**src/rtl/serial_bit_feeder.sv**
```systemverilog
// Serialiser feeding the "101" detector: holding register + shift register give gap-free streaming.
// Define SERIAL_LSB_FIRST_EN to shift LSB first; default build shifts MSB first.
module serial_bit_feeder #(
    parameter int WIDTH = 8,
    parameter int CNT_W = 3
) (
    input  logic             clk,
    input  logic             reset,
    input  logic [WIDTH-1:0] din,
    input  logic             din_valid,
    output logic             din_ready,
    input  logic             stall,
    output logic             x,
    output logic             x_valid,
    output logic             busy,
    output logic             word_done
);

    localparam logic [0:0] IDLE  = 1'b0;
    localparam logic [0:0] SHIFT = 1'b1;
    localparam logic [CNT_W-1:0] LAST = CNT_W'(WIDTH - 1);

    logic [0:0]       state_q, state_d;
    logic [WIDTH-1:0] hreg_q, hreg_d;
    logic             hvalid_q, hvalid_d;
    logic [WIDTH-1:0] sreg_q, sreg_d;
    logic [CNT_W-1:0] cnt_q, cnt_d;
    logic             word_done_q, word_done_d;
    logic [WIDTH-1:0] sreg_shifted;
    logic             out_bit;

`ifdef SERIAL_LSB_FIRST_EN
    assign sreg_shifted = sreg_q >> 1;
    assign out_bit      = sreg_q[0];
`else
    assign sreg_shifted = sreg_q << 1;
    assign out_bit      = sreg_q[WIDTH-1];
`endif

    always_comb begin
        state_d     = state_q;
        hreg_d      = hreg_q;
        hvalid_d    = hvalid_q;
        sreg_d      = sreg_q;
        cnt_d       = cnt_q;
        word_done_d = 1'b0;

        // Accept only when empty, so it can never collide with a transfer out of hreg.
        if (din_valid && !hvalid_q) begin
            hreg_d   = din;
            hvalid_d = 1'b1;
        end

        if (!stall) begin
            if (state_q == IDLE) begin
                if (hvalid_q) begin
                    sreg_d   = hreg_q;
                    hvalid_d = 1'b0;
                    cnt_d    = '0;
                    state_d  = SHIFT;
                end
            end else if (cnt_q != LAST) begin
                sreg_d = sreg_shifted;
                cnt_d  = cnt_q + 1'b1;
            end else begin
                word_done_d = 1'b1;
                if (hvalid_q) begin
                    sreg_d   = hreg_q;
                    hvalid_d = 1'b0;
                    cnt_d    = '0;
                end else begin
                    state_d = IDLE;
                end
            end
        end
    end

    always_ff @(posedge clk or negedge reset) begin
        if (!reset) begin
            state_q     <= IDLE;
            hreg_q      <= '0;
            hvalid_q    <= 1'b0;
            sreg_q      <= '0;
            cnt_q       <= '0;
            word_done_q <= 1'b0;
        end else begin
            state_q     <= state_d;
            hreg_q      <= hreg_d;
            hvalid_q    <= hvalid_d;
            sreg_q      <= sreg_d;
            cnt_q       <= cnt_d;
            word_done_q <= word_done_d;
        end
    end

    assign din_ready = ~hvalid_q;
    assign x_valid   = (state_q == SHIFT);
    assign x         = x_valid ? out_bit : 1'b0;
    assign busy      = (state_q == SHIFT) | hvalid_q;
    assign word_done = word_done_q;

endmodule

```
**config.mk**
```make
export PLATFORM = sky130hd
export DESIGN_NAME = serial_bit_feeder
export DESIGN_NICKNAME = d
export VERILOG_FILES = /design/src/rtl/serial_bit_feeder.sv
export SDC_FILE = /design/constraint.sdc
export NUM_CORES = 1
export LEC_CHECK = 0
export ABC_AREA = 1
export CAP_MARGIN = 5
export CORE_UTILIZATION = 46
export CTS_CLUSTER_SIZE = 30
export DETAILED_ROUTE_END_ITERATION = 8
export PLACE_DENSITY_LB_ADDON = 0.25
export SLEW_MARGIN = 20
export SYNTH_ARGS = -nofsm -noshare
export SYNTH_HDL_FRONTEND = slang
export SYNTH_SLANG_ARGS = --single-unit
```
**constraint.sdc**
```tcl
create_clock -name clk -period 1.3 [get_ports clk]
set_input_delay 0.195 -clock clk [delete_from_list [all_inputs] [get_ports clk]]
set_output_delay 0.195 -clock clk [all_outputs]
set_load 0.02 [all_outputs]
```
== Word level (Yosys, flattened, before mapping) ==
Cells that the tools add are included.
Widths: inputs -> output; s select.

* Input bits: 12
* Register bits: 22

* Bitwise logic cells: 2
* Multiplexer cells: 18
* Reduce and logical (&&, ||, !) cells: 2
* Eq/ne operators: 1
* $add $sub $neg: 1

{| class="wikitable"
|+ Operators by type and width
! cell !! count
|-
| $mux 8 || 3
|-
| $mux 1 || 12
|-
| $mux 3 || 3
|-
| $add 3x1->3 const B || 1
|-
| $ne 3x3->1 const B || 1
|-
| $logic_and 1x1->1 || 1
|-
| $logic_not 1->1 || 1
|-
| $not 1->1 || 1
|-
| $or 1x1->1 || 1
|}

== Longest topological paths before layout ==
* Depth in word-level cells: 7
* Gate-level depth with buffers: 7

== Worst setup path after synthesis ==
OpenSTA, ideal clock, no wires.

* Path kind: register -> register
* Start point: register cnt_q[0]
* End point: register sreg_q[7]
* Cell stages (with the launch flop): 8
* Path buffers: 0
* Slack: -0.032 ns
* Data arrival time: 1.261 ns
* Clock period less this slack: 1.332 ns
* Setup time: 0.071 ns
* Cells stage by stage: dfrtp_1 > ha_1 > ha_1 > inv_1 > nand2_1 > nand3_1 > nand2_1 > nor2_1

* Cells in the longest elaborated chain, start to end: 3

{| class="wikitable"
|+ RTL lines
! item !! line !! text
|-
| from (decl) || 27 || <nowiki>logic [CNT_W-1:0] cnt_q, cnt_d;</nowiki>
|-
| from (signal assigned) || 91 || <nowiki>cnt_q <= cnt_d;</nowiki>
|-
| $ne 3x3->1 || 62 || <nowiki>end else if (cnt_q != LAST) begin</nowiki>
|-
| $mux 8 || 62 ||
|-
| $mux 8 || 55 || <nowiki>if (state_q == IDLE) begin</nowiki>
|-
| to (signal assigned) || 90 || <nowiki>sreg_q <= sreg_d;</nowiki>
|-
| to (decl) || 26 || <nowiki>logic [WIDTH-1:0] sreg_q, sreg_d;</nowiki>
|}

No other way between the ends.
A chain may end at the register's enable or synchronous reset.

== Worst setup path after layout ==
* Start point: register cnt_q[0]
* End point: register sreg_q[6]

The elaborated chain is that of the path after synthesis.

==> results.json <==
{
  "outcome": "complete, but fails checks",
  "violations": "negative setup slack",
  "die_width_um": 49.8,
  "path_clk_slew_ns": 0.13,
  "crit_required_ns": 1.51,
  "ys_warn_count": 0,
  "core_mm2": 0.00206,
  "grt_max_degree": 23,
  "pwr-share-seq": 0.467,
  "drt-initial-drc-count": 15,
  "io_pins": 17,
  "fin_nets": 174,
  "worst_pin_slew_ns": 0.279,
  "reg2reg_depth": 7,
  "critPathMaxFanout": 2,
  "end_kind": "flip-flop",
  "numPortBuffers": 16,
  "holdBufCountCts": 0,
  "critical_path_arrival_ns": 1.55,
  "grt_pass1_wl_um": 3770,
  "ff_latch_area_um2": 551,
  "p_sw_uw": 731,
  "initial_utilization": 0.510,
  "track_usage": 0.209,
  "hp-class": "input port to async pin",
  "r2r_start": "cnt_q[0]$_DFFE_PN0N_",
  "pre_cts_slack_ns": -0.0664,
  "max_freq_ghz": 0.747,
  "timing.final.crit_share": 1.03,
  "critPathLaunchType": "flip-flop",
  "post-route-min-period_ns": 1.34,
  "cts_tree": "done",
  "clock_tree.buffer_depth": 2,
  "via_per_inst": 4.81,
  "grt_pass1_vias": 902,
  "insertion_delay_ns": 0.31,
  "intPower_mw": 1.39,
  "clockPowerShare": 0.181,
  "rsz0062_at_grt": "yes",
  "synthToLayoutAreaGrowth_pct": 37.3,
  "drc": 0,
  "place.gp.congestion": 0.804,
  "p_leak_nw": 0.751,
  "chipHeight_um": 49.8,
  "multi_input_area_um2": 479,
  "drt-pass1-iter-count": 4,
  "cap_violations": 0,
  "worstSetupStartpoint": "cnt_q[0]$_DFFE_PN0N_",
  "diodes": 0,
  "setup_viol": 8,
  "p_comb_frac": 0.352,
  "layout-drive-gt1-share": 0.272,
  "rows": 16,
  "holdWs_ns": 0.201,
  "synth_seq_cells": 22,
  "r2r-end": "sreg_q[6]$_DFFE_PN0N_",
  "path_class": "flip-flop to flip-flop",
  "hpwl_um": 1510,
  "relSlewSlack": 0.814,
  "skew_ns": 0.0109,
  "clockRootBuffer": "clkbuf_4",
  "swShare": 0.344,
  "crit_path_end": "sreg_q[6]$_DFFE_PN0N_",
  "ys_types": 15,
  "ys_seq_area_frac": 0.524,
  "cts_buffers": 3,
  "routed_wirelength_um": 2200,
  "irDropWorstVdd_mv": 1.00,
  "die_area_mm2": 0.00248,
  "vias": 889,
  "htree_num_levels": 1,
  "clock_sinks": 22,
  "postSynthCellCount": 125,
  "power-per-cell-area_mw_per_mm2": 1470,
  "report.final.hold_viol_count": 0,
  "syn-num-nets": 140,
  "n_fill_cell": 158,
  "synth_area_per_cell_um2": 8.41,
  "rrSetupSlack_ns": -0.04,
  "post_drt_wl_per_cell_um": 11.9,
  "syn_area_mm2": 0.00105,
  "overflow": 0,
  "layout_setup_ws_ns": -0.0383,
  "antenna_found_initial": 0,
  "final_antenna_net_count": 0,
  "maxSlewViolCount": 0
}
synth_stat cells:
library cell  number  area [µm²]
dfrtp_1           22         551
nand2_4            1        11.3
buf_6              2        22.5
nand2_1           17        63.8
nor2_4             2        22.5
inv_2              2        7.51
nor3_1             1        5.00
o21ai_0            4        20.0
nand3_1           21         105
inv_1             17        63.8
nor2_1            23        86.3
nand2_2            2        12.5
ha_1               3        37.5
a21oi_1            7        35.0
o211ai_1           1        7.51
routing by layer:
metal / global-route usage / share of wire
met1: 0.246 / 0.44
met2: 0.367 / 0.51
met3: 0.0401 / 0.036
met4: 0.0905 / 0.015
met5: 0 / 0
worst min path at each step:
stage          slack, ns             startpoint                    end  depth (start not counted)
2_1_floorplan      -0.10                  reset   cnt_q[0]$_DFFE_PN0N_                          0
3_3_place_gp        0.46  hreg_q[0]$_DFFE_PN0P_  hreg_q[0]$_DFFE_PN0P_                          2
3_5_place_dp        0.46  hreg_q[0]$_DFFE_PN0P_  hreg_q[0]$_DFFE_PN0P_                          2
4_1_cts             0.21                  reset   cnt_q[2]$_DFFE_PN0N_                          2
5_1_grt             0.24                  reset   cnt_q[2]$_DFFE_PN0N_                          2
6_report            0.20                  reset   cnt_q[2]$_DFFE_PN0N_                          2
timing repair:
action                     CTS  global route
pin swaps                   12             7
setup endpoints to repair   17            15
gates resized for setup     26             7
setup buffers                0             3
kinds of logic (layout without fill, tap and decap cells):
logic type	Yosys count	after routing	share of synthesized area
compound gates	12	12	0.0595
fa+ha+maj	3	3	0.0357
flops	22	22	0.524
buf+inv	21	54	0.0893
simple gates	67	67	0.292
metrics by stage:
stage	instance area, µm²	setup TNS, ns	utilization	std cells	power (mW)
6_report	1440	-0.231	0.700	185	2.12
5_1_grt	1440	-0.622	0.700	185	2.28
4_1_cts	1420	-0.365	0.688	182	2.12
3_5_place_dp	1320	-0.478	0.639	178	1.69
3_3_place_gp	1320	-0.0228	0.639	178	1.64
2_1_floorplan	1060	0	-	125	1.42
state kept, by name, indices dropped and copies added, names as in the netlist:
register	count
hreg_q	8
sreg_q	8
cnt_q	3
hvalid_q	1
word_done	1
x_valid	1
layout by cell type (no fill, tap or decap):
cell and instances:
ha_4 1, o211ai_1 1, inv_2 2, a21oi_1 7
clkbuf_8 1, dlygate4sd2_1 1, inv_4 1, nand2_1 14
buf_4 14, nor2_1 20, nor3_1 1, o21ai_1 2
clkdlybuf4s50_1 11, clkdlybuf4s15_1 1, buf_2 3, nor2_2 3
dfrtp_1 22, nand2_4 3, clkbuf_4 3, buf_12 1
inv_1 16, nor2_4 2, o21ai_0 2, nand3_2 4
nand3_1 16, ha_1 1, nand2_2 3, nand3_4 1
ha_2 1
cell type report:
type                    count  area share
inverters                  19      0.0512
well taps                  27      0.0234
clock buffers               4      0.0252
flip-flops and latches     22       0.382
multi-input cells          82       0.332
repair buffers             31       0.186
critical path, stage by stage, from the launching register on:
cell and delay (ns):
dfrtp_1 0.41, ha_2 0.21, ha_4 0.18, nor2_4 0.14
buf_4 0.14, nand3_2 0.05, nand2_1 0.07, nor2_1 0.04
power groups by stage:
stage                     Combinational (mW)  Clock [mW]  Sequential (mW)
final                                  0.748       0.384            0.993
after global routing                   0.838       0.421             1.02
after CTS                              0.726       0.397            0.993
after detailed placement               0.687           0             1.00
after global placement                 0.654           0            0.990
after floorplan                        0.431           0            0.985
Power figures use the tool's default switching activity.
